[src/rtl/control_unit_pkg.sv]
// control_unit_pkg: opcodes, state encoding and control-word layout for the micro-sequencer
package control_unit_pkg;
  localparam logic [3:0] OPR_ADD = 4'b1000;
  localparam logic [3:0] OPR_SUB = 4'b1001;
  localparam logic [3:0] OPR_LD  = 4'b1010;
  localparam logic [3:0] OPR_XCH = 4'b1011;
  localparam logic [3:0] OPR_BBL = 4'b1100;
  localparam logic [3:0] OPR_LDM = 4'b1101;
  localparam logic [1:0] PATH_IDLE = 2'b00;
  localparam logic [1:0] PATH_IN   = 2'b01;
  localparam logic [1:0] PATH_OUT  = 2'b10;
  localparam logic [1:0] ACC_HOLD = 2'b00;
  localparam logic [1:0] ACC_ALU  = 2'b01;
  localparam logic [1:0] ACC_BUS  = 2'b10;
  localparam logic [1:0] ACC_DRV  = 2'b11;
  localparam logic [1:0] IO_IDLE = 2'b00;
  localparam logic [1:0] IO_DRV  = 2'b01;
  localparam logic [1:0] IO_TAKE = 2'b10;
  typedef enum logic [2:0] {
    S_RST    = 3'd0,
    S_FETCH  = 3'd1,
    S_DECODE = 3'd2,
    S_EX1    = 3'd3,
    S_EX2    = 3'd4,
    S_EX3    = 3'd5
  } state_t;
  typedef struct packed {
    logic       buf_en;
    logic [1:0] buf_path;
    logic       alu_en;
    logic       alu_op;
    logic       temp_en;
    logic [1:0] acc_en;
    logic [1:0] ir_io;
    logic       ir_we;
    logic       instr_we;
    logic [3:0] sel;
    logic [3:0] bus;
  } ctrl_t;
endpackage

[src/rtl/control_unit_if.sv]
// control_unit_if: instruction in, datapath enables/selects out
interface control_unit_if;
  logic [7:0] instruction;
  logic       data_bus_buffer_enable;
  logic [1:0] data_bus_buffer_path;
  logic       ALU_enable;
  logic       ALU_operation;
  logic       temp_register_enable;
  logic [1:0] accumulator_enable;
  logic [1:0] index_register_IO;
  logic       index_register_I_WE;
  logic       instruction_register_WE;
  logic [3:0] index_register_select;
  logic [3:0] data_bus;
  modport master (
    input  instruction,
    output data_bus_buffer_enable, data_bus_buffer_path, ALU_enable, ALU_operation,
           temp_register_enable, accumulator_enable, index_register_IO, index_register_I_WE,
           instruction_register_WE, index_register_select, data_bus
  );
  modport slave (
    output instruction,
    input  data_bus_buffer_enable, data_bus_buffer_path, ALU_enable, ALU_operation,
           temp_register_enable, accumulator_enable, index_register_IO, index_register_I_WE,
           instruction_register_WE, index_register_select, data_bus
  );
endinterface

[src/rtl/control_unit_decode.sv]
// control_unit_decode: pure combinational (state, opcode) -> control word
module control_unit_decode
  import control_unit_pkg::*;
(
  input  state_t     state,
  input  logic [7:0] opcode,
  output ctrl_t      ctrl
);
  logic [3:0] opr;
  logic [3:0] opa;
  assign opr = opcode[7:4];
  assign opa = opcode[3:0];
  always_comb begin
    ctrl = '0;
    case (state)
      S_FETCH: begin
        ctrl.instr_we = 1'b1;
        ctrl.buf_en   = 1'b1;
        ctrl.buf_path = PATH_IN;
      end
      S_EX1: case (opr)
        OPR_ADD, OPR_SUB, OPR_XCH: begin
          ctrl.ir_io   = IO_DRV;
          ctrl.sel     = opa;
          ctrl.temp_en = 1'b1;
        end
        OPR_LD: begin
          ctrl.ir_io  = IO_DRV;
          ctrl.sel    = opa;
          ctrl.acc_en = ACC_BUS;
        end
        OPR_LDM, OPR_BBL: begin
          ctrl.bus    = opa;
          ctrl.acc_en = ACC_BUS;
        end
        default: ;
      endcase
      S_EX2: case (opr)
        OPR_ADD, OPR_SUB: begin
          ctrl.alu_en = 1'b1;
          ctrl.alu_op = opr == OPR_SUB;
          ctrl.acc_en = ACC_ALU;
        end
        OPR_XCH: begin
          ctrl.acc_en = ACC_DRV;
          ctrl.ir_io  = IO_TAKE;
          ctrl.ir_we  = 1'b1;
          ctrl.sel    = opa;
        end
        default: ;
      endcase
      // XCH finishes by passing the old register value from temp into the accumulator
      S_EX3: ctrl.acc_en = opr == OPR_XCH ? ACC_ALU : ACC_HOLD;
      default: ;
    endcase
  end
endmodule

[src/rtl/control_unit.sv]
// control_unit: five-state micro-sequencer with registered datapath controls
module control_unit
  import control_unit_pkg::*;
(
  input  logic           clk_2,
  input  logic           reset,
  control_unit_if.master cu
);
  state_t     state_q, state_d;
  logic [7:0] opcode_q, opcode_d;
  ctrl_t      ctrl_q, ctrl_d;
  always_comb begin
    state_d  = state_q == S_EX3 ? S_FETCH : state_t'(state_q + 3'd1);
    opcode_d = state_q == S_FETCH ? cu.instruction : opcode_q;
  end
  control_unit_decode u_decode (
    .state  (state_d),
    .opcode (opcode_q),
    .ctrl   (ctrl_d)
  );
  always_ff @(posedge clk_2) begin
    if (reset) begin
      state_q  <= S_RST;
      opcode_q <= 8'h00;
      ctrl_q   <= '0;
    end else begin
      state_q  <= state_d;
      opcode_q <= opcode_d;
      ctrl_q   <= ctrl_d;
    end
  end
  assign cu.data_bus_buffer_enable  = ctrl_q.buf_en;
  assign cu.data_bus_buffer_path    = ctrl_q.buf_path;
  assign cu.ALU_enable              = ctrl_q.alu_en;
  assign cu.ALU_operation           = ctrl_q.alu_op;
  assign cu.temp_register_enable    = ctrl_q.temp_en;
  assign cu.accumulator_enable      = ctrl_q.acc_en;
  assign cu.index_register_IO       = ctrl_q.ir_io;
  assign cu.index_register_I_WE     = ctrl_q.ir_we;
  assign cu.instruction_register_WE = ctrl_q.instr_we;
  assign cu.index_register_select   = ctrl_q.sel;
  assign cu.data_bus                = ctrl_q.bus;
endmodule

[src/flat_wrapper.sv]
// flat-port wrapper written by rule: the top's interface ports become plain ports
module control_unit_flat import control_unit_pkg::*;
  (clk_2, reset, cu_instruction, cu_data_bus_buffer_enable, cu_data_bus_buffer_path, cu_ALU_enable, cu_ALU_operation, cu_temp_register_enable, cu_accumulator_enable, cu_index_register_IO, cu_index_register_I_WE, cu_instruction_register_WE, cu_index_register_select, cu_data_bus);
  control_unit_if cu_i ();
  input  logic clk_2;
  input  logic reset;
  input wire logic [$bits(cu_i.instruction)-1:0] cu_instruction;
  output wire logic [$bits(cu_i.data_bus_buffer_enable)-1:0] cu_data_bus_buffer_enable;
  output wire logic [$bits(cu_i.data_bus_buffer_path)-1:0] cu_data_bus_buffer_path;
  output wire logic [$bits(cu_i.ALU_enable)-1:0] cu_ALU_enable;
  output wire logic [$bits(cu_i.ALU_operation)-1:0] cu_ALU_operation;
  output wire logic [$bits(cu_i.temp_register_enable)-1:0] cu_temp_register_enable;
  output wire logic [$bits(cu_i.accumulator_enable)-1:0] cu_accumulator_enable;
  output wire logic [$bits(cu_i.index_register_IO)-1:0] cu_index_register_IO;
  output wire logic [$bits(cu_i.index_register_I_WE)-1:0] cu_index_register_I_WE;
  output wire logic [$bits(cu_i.instruction_register_WE)-1:0] cu_instruction_register_WE;
  output wire logic [$bits(cu_i.index_register_select)-1:0] cu_index_register_select;
  output wire logic [$bits(cu_i.data_bus)-1:0] cu_data_bus;
  assign cu_i.instruction = cu_instruction;
  assign cu_data_bus_buffer_enable = cu_i.data_bus_buffer_enable;
  assign cu_data_bus_buffer_path = cu_i.data_bus_buffer_path;
  assign cu_ALU_enable = cu_i.ALU_enable;
  assign cu_ALU_operation = cu_i.ALU_operation;
  assign cu_temp_register_enable = cu_i.temp_register_enable;
  assign cu_accumulator_enable = cu_i.accumulator_enable;
  assign cu_index_register_IO = cu_i.index_register_IO;
  assign cu_index_register_I_WE = cu_i.index_register_I_WE;
  assign cu_instruction_register_WE = cu_i.instruction_register_WE;
  assign cu_index_register_select = cu_i.index_register_select;
  assign cu_data_bus = cu_i.data_bus;
  control_unit u_core (.clk_2(clk_2), .reset(reset), .cu(cu_i));
endmodule
[config.mk]
export PLATFORM = sky130hd
export DESIGN_NAME = control_unit_flat
export DESIGN_NICKNAME = d
export VERILOG_FILES = /design/src/rtl/control_unit_pkg.sv /design/src/rtl/control_unit_if.sv /design/src/rtl/control_unit_decode.sv /design/src/rtl/control_unit.sv /design/src/flat_wrapper.sv
export SDC_FILE = /design/constraint.sdc
export NUM_CORES = 1
export LEC_CHECK = 0
export ABC_CLOCK_PERIOD_IN_PS = 1200
export CORE_MARGIN = 8
export CORE_UTILIZATION = 25
export DETAILED_ROUTE_END_ITERATION = 10
export PLACE_DENSITY = 0.57
export SYNTH_ARGS = -nofsm -noshare
export SYNTH_HDL_FRONTEND = slang
export SYNTH_SLANG_ARGS = --single-unit
[constraint.sdc]
create_clock -name clk_2 -period 1.2 [get_ports clk_2]
set_input_delay 0.24 -clock clk_2 [delete_from_list [all_inputs] [get_ports clk_2]]
set_output_delay 0.24 -clock clk_2 [all_outputs]
set_load 0.05 [all_outputs]
==> out/results.ini, run 1 <==
[cells_and_area]
antenna_cells_inserted = 0
post_layout_nonfiller_instances = 178
area_growth_pct = 68.05
most-common-layout-cells = 24 x dfxtp_1, 19 x buf_12, 13 x nor2_1
fin_nets = 139
post_route_cells_drive_above_1_share_pct = 34.38
mostFrequentLayoutCell = dfxtp_1
final_util_pct = 42.87
final_instance_area_sq_um = 1678

[worst_setup_path]
timing.critical_path.to_type = flip-flop
crit_fanout = 4
worst-r2r-cell-count = 3
slowest_stage = clkdlybuf4s50_1
ff2ff_setup_slack_ns = 0.06
critPathLaunchType = input port
cp_cell_sequence = clkdlybuf4s50_1, nor3b_2, and4bb_2, and2_1
setup.worst_path.class = input port to flip-flop
crit_path_max_incr_delay_ns = 0.48
arrival_worst_endpoint_ns = 1.37
worstPathRequired_ns = 1.42

[grt]
gr-max-usage-layer = met2
grt.overflow.total = 0
initial_antenna_violation_count = 0
wire_length_of_the_first_global_routing_pass_microns = 3477
grtUsageMet1_pct = 7.621
gr-usage-met3_pct = 2.370
grt_use_total_pct = 7.116
first_global_vias = 764
met2_usage_pct = 10.93
grt_start_max_net_pins = 17

[placed_design]
place_congestion = 0.8085
hpwl_microns = 1677
numPlacedInstances = 174
dpl-instance-area_sq_um = 1565
port_buffers = 28
post-place-ws_ns = -0.3026

[timing]
worst_hold_slack_ns = 0.4973
max_freq_ghz = 0.8678
count_of_final_hold_check_violations = 0
fin_skew_ns = 0.007477
min_period_over_period_pct = 96.02
final-setup-viol-count = 0
fin_crit_ns = 1.152
setup_repair_after_global_routing_missed_its_margin = true
timing_max_transition_violations_final = 0
layout_setup_ws_ns = 0.04772
totalNegativeSetupSlack_ns = 0

[logic_synthesis]
yosysSeqAreaShare_pct = 56.14
yosysUniqueCellTypes = 25
synth.net_count = 102
ys.warnings.count = 0
average_cell_area_after_synthesis_sq_um = 10.85
ys_seq_elements = 28
post_synth_instance_area_sq_um = 998.5
synthCells = 92

[cts]
cts_inserted_buffers = 3
postCtsHoldBufs = 0
h-tree-depth = 1
clock_insertion_delay_worst_skew_ns = 0.27
clockRootBuffer = clkbuf_8
clock_tree_sinks = 28
clk_transition_reported_paths_ns = 0.09
clock_path_buffers = 2
cts_tree = built

[detailed_routing]
num_vias = 723
drtPass1Iterations = 4
post_drt_wl_per_cell_microns = 11.84
vias_per_cell = 4.062
drt_first_iter_violations = 33
drt_drc_violations_left = 0
wl_microns = 2108
post_route_ant_nets = 0

[hold_path]
timing.hold.worst_path_depth = 1
min-delay-path-class = flip-flop to flip-flop

[die]
fp.coreArea_sq_um = 3914
std_cell_rows = 23
die_w_microns = 79.20
boundaryPins = 30
start_util_pct = 25.51
fp.dieArea_sq_um = 6272
die_h_microns = 79.20

[pwr]
power_leakage_nw = 0.6550
pwr_total_mw = 2.003
largest_vdd_supply_drop_mv = 0.5505
power-per-cell-area_nw_per_um2 = 1194

[outcome]
outcome = finished, final reports clean

[run]
cap_violations = 0

-- kinds of logic (layout without fill, tap and decap cells) --
logic type	count (synthesis)	in the layout	synth area share (%)
and+or+nand+nor	38	38	24.56
DFF	28	28	56.14
muxes	8	8	8.020
buffers and inverters	8	44	4.888
AOI/OAI and AO/OA	7	7	4.261
xor gates and xnor gates	2	2	1.755
other	1	1	0.3756
-- Yosys cell counts, drive strengths merged --
cell | instances | area, sq um
a31oi | 1 | 6.260
dfxtp | 28 | 560.5
a21boi | 1 | 7.510
nand2b | 4 | 32.53
inv | 2 | 7.510
nor3b | 3 | 22.52
conb | 1 | 3.750
nand3b | 1 | 7.510
nand3 | 1 | 5.000
a31o | 1 | 8.760
xor2 | 1 | 8.760
and2 | 9 | 56.30
o21ai | 1 | 5.000
buf | 5 | 37.54
a21oi | 3 | 15.01
nor2 | 13 | 48.80
clkbuf | 1 | 3.750
nor2b | 2 | 12.51
and4bb | 1 | 12.51
nand4bb | 1 | 16.27
nor4 | 1 | 21.27
mux2i | 8 | 80.08
nor3 | 2 | 10.01
xnor2 | 1 | 8.760
-- layer usage --
layer,vias up,part of all wire [%]
met4,0,3.4
met2,24,47
met5,-,0
li1,374,-
met1,319,43
met3,6,6.5
-- registers in the layout, summed over array words and instances (netlist names) --
name	flops
u_core.state_q	3
u_core.cu.data_bus_buffer_path	1
u_core.cu.temp_register_enable	1
u_core.cu.data_bus	4
u_core.cu.accumulator_enable	2
u_core.cu.index_register_IO	2
u_core.cu.ALU_operation	1
u_core.opcode_q	8
u_core.cu.index_register_select	4
u_core.cu.index_register_I_WE	1
u_core.cu.ALU_enable	1
-- layout make-up --
cell class              count  area, sq um
clock buffers               3        41.29
clock inverters             1        30.03
fillers                   389         2236
inverters                   2        7.507
multi-input cells          56        419.2
flip-flops and latches     28        568.0
well taps                  50        62.56
repair buffers             38        549.3
-- critical path: cells and delay by family --
family        cells  cell delay, ns
buf+inv           1            0.48
simple gates      3            0.66
-- path summary, 6_finish.rpt --
path / start / endpoint
min reg2reg: u_core.opcode_q[2] / u_core.cu.data_bus[2]
min: u_core.opcode_q[2] / u_core.cu.data_bus[2]
max reg2reg: u_core.opcode_q[6] / u_core.cu.data_bus[3]
max: reset / u_core.cu.index_register_select[0]
-- where the power goes --
group / total [mW] / switching, mW / internal [mW]
clock network: 0.717 / 0.271 / 0.446
logic: 0.287 / 0.132 / 0.155
registers: 0.999 / 0.0378 / 0.961
-- timing repair --
action | CTS | global route
setup endpoints to repair | 13 | 22
buffers inserted | 0 | 0
resized for setup | 6 | 5
pin swaps | 0 | 2
cloned | 0 | 0
Note: power is estimated with default switching activity, not from simulation.
==> run 2, diff against run 1 <==
==> constraint.sdc (replaced) <==
create_clock -name clk_2 -period 1.2 [get_ports clk_2]
set_input_delay 0.12 -clock clk_2 [delete_from_list [all_inputs] [get_ports clk_2]]
set_output_delay 0.12 -clock clk_2 [all_outputs]
set_load 0.05 [all_outputs]
==> run 2 against run 1 <==
Effect of this change:
- maximum frequency is 1.5% higher
- highest routed layer unchanged
- hold slack got worse by 0.039 ns
- utilization did not move
- sequential power is essentially flat
- non-clock buffer count stayed put
- clock-buffer cell count unchanged
- via count down 0.55%
- total power about the same
==> out/results.ini, run 2 (synthesis results as in run 1) <==
[cells_and_area]
post_route_cells_drive_above_1_share_pct = 34.38
mostFrequentLayoutCell = dfxtp_1
registers.top_by_ff_count = u_core.opcode_q
antenna_cells_inserted = 0
fin_nets = 139
most-common-layout-cells = 24 x dfxtp_1, 19 x buf_12, 13 x nor2_1
final_util_pct = 42.87
max_reg_flops = 8
area_growth_pct = 68.05

[cts]
clock_insertion_delay_worst_skew_ns = 0.27
postCtsHoldBufs = 0
h-tree-depth = 1
cts_inserted_buffers = 3
clockRootBuffer = clkbuf_8
clock_path_buffers = 2
cts_tree = built
clock_tree_sinks = 28
clk_transition_reported_paths_ns = 0.09

[grt]
first_global_vias = 765
grt_start_max_net_pins = 17
wire_length_of_the_first_global_routing_pass_microns = 3477
grt.overflow.total = 0
initial_antenna_violation_count = 0
grt_use_total_pct = 7.116

[worst_setup_path]
cp_cell_sequence = nor3b_1, nor2b_2, and2_1
worstPathBufferInverterCount = 0
worstReg2RegStart = u_core.opcode_q[6]
crit_path_max_incr_delay_ns = 0.42
slowest_stage = dfxtp_2
worst-r2r-cell-count = 3
setup.worst_path.class = flip-flop to flip-flop
cpLargestDelayFamily = simple AND/OR/NAND/NOR gates
critPathLaunchType = flip-flop
ff2ff_setup_slack_ns = 0.07
arrival_worst_endpoint_ns = 1.36
timing.critical_path.to_type = flip-flop
worst_r2r_endpoint = u_core.cu.data_bus[3]
worstPathRequired_ns = 1.42
crit_fanout = 5

[detailed_routing]
post_drt_wl_per_cell_microns = 11.84
drt_drc_violations_left = 0
post_route_ant_nets = 0
vias_per_cell = 4.039
wl_microns = 2108
num_vias = 719
drtPass1Iterations = 4
drt_first_iter_violations = 30

[placed_design]
hpwl_microns = 1677
place_congestion = 0.8085
port_buffers = 28

[hold_path]
hold_path_end = u_core.opcode_q[0]
min-delay-path-class = input port to flip-flop
timing.hold.worst_path_depth = 3
worst_hold_startpoint = cu_instruction[0]

[timing]
min_period_over_period_pct = 94.58
fin_crit_ns = 1.135
setup_repair_after_global_routing_missed_its_margin = true
count_of_final_hold_check_violations = 0
final-setup-viol-count = 0
fin_skew_ns = 0.007477
timing_max_transition_violations_final = 0
worst_hold_slack_ns = 0.4586
max_freq_ghz = 0.8811

[die]
fp.dieArea_sq_um = 6272
start_util_pct = 25.51
std_cell_rows = 23
die_h_microns = 79.20
boundaryPins = 30
fp.coreArea_sq_um = 3914
die_w_microns = 79.20

[pwr]
power_leakage_nw = 0.6545
largest_vdd_supply_drop_mv = 0.5501
power-per-cell-area_nw_per_um2 = 1193

[outcome]
outcome = finished, final reports clean

[run]
cap_violations = 0

-- run 2: per-layer routing --
| metal | GRT usage (%) | share of wire, % | up-vias |
|---|---|---|---|
| li1 | - | - | 373 |
| met1 | 7.621 | 43 | 316 |
| met2 | 10.93 | 47 | 24 |
| met3 | 2.370 | 6.5 | 6 |
| met4 | 6.481 | 3.4 | 0 |
| met5 | 0 | 0 | - |
-- run 2: repair_timing --
item	in CTS	in global routing
endpoints found under the hold margin	0	0
pin swaps	0	1
setup buffers	0	0
setup endpoints to repair	9	17
resized for setup	5	6
-- run 2: layout make-up --
class | instances | area, sq um
clock inverters | 1 | 30.03
multi-input cells | 56 | 419.2
flip-flops and latches | 28 | 568.0
fillers | 389 | 2236
clock buffers | 3 | 41.29
inverters | 2 | 7.507
repair buffers | 38 | 549.3
well taps | 50 | 62.56
-- run 2: power breakdown --
group | switching (mW) | internal, mW
Clock | 0.271 | 0.446
Sequential | 0.0378 | 0.961
Combinational | 0.132 | 0.155
Total | 0.441 | 1.56
-- run 2: how the worst max path moves through the flow --
stage | from | depth (start not counted) | end | slack, ns
floorplan | u_core.state_q[2] | 4 | u_core.opcode_q[0] | 0.12
global placement | reset | 4 | u_core.cu.ALU_operation | -0.14
detailed placement | reset | 4 | u_core.cu.data_bus[3] | -0.18
CTS | u_core.state_q[1] | 4 | u_core.cu.data_bus[3] | 0.03
global route | u_core.state_q[0] | 4 | u_core.opcode_q[5] | -0.01
finish | u_core.opcode_q[6] | 3 | u_core.cu.data_bus[3] | 0.07
-- run 2: worst min-delay path, stage by stage --
cell and delay, ns:
clkdlybuf4s50_1 0.40, mux2i_1 0.13, nor2_1 0.05
-- run 2: stage by stage --
stage / setup TNS [ns] / worst slack, ns / instance area (sq um) / total power [mW] / instances
final: 0 / 0.06509 / 1678 / 2.002 / 178
after global routing: -0.01199 / -0.01199 / 1678 / 2.089 / 178
after CTS: 0 / 0.03012 / 1654 / 2.023 / 178
after detailed placement: -2.757 / -0.1826 / 1565 / 1.291 / 174
after global placement: -1.948 / -0.1395 / 1565 / 1.283 / 174
after floorplan: 0 / 0.1225 / 998.5 / 1.169 / 92
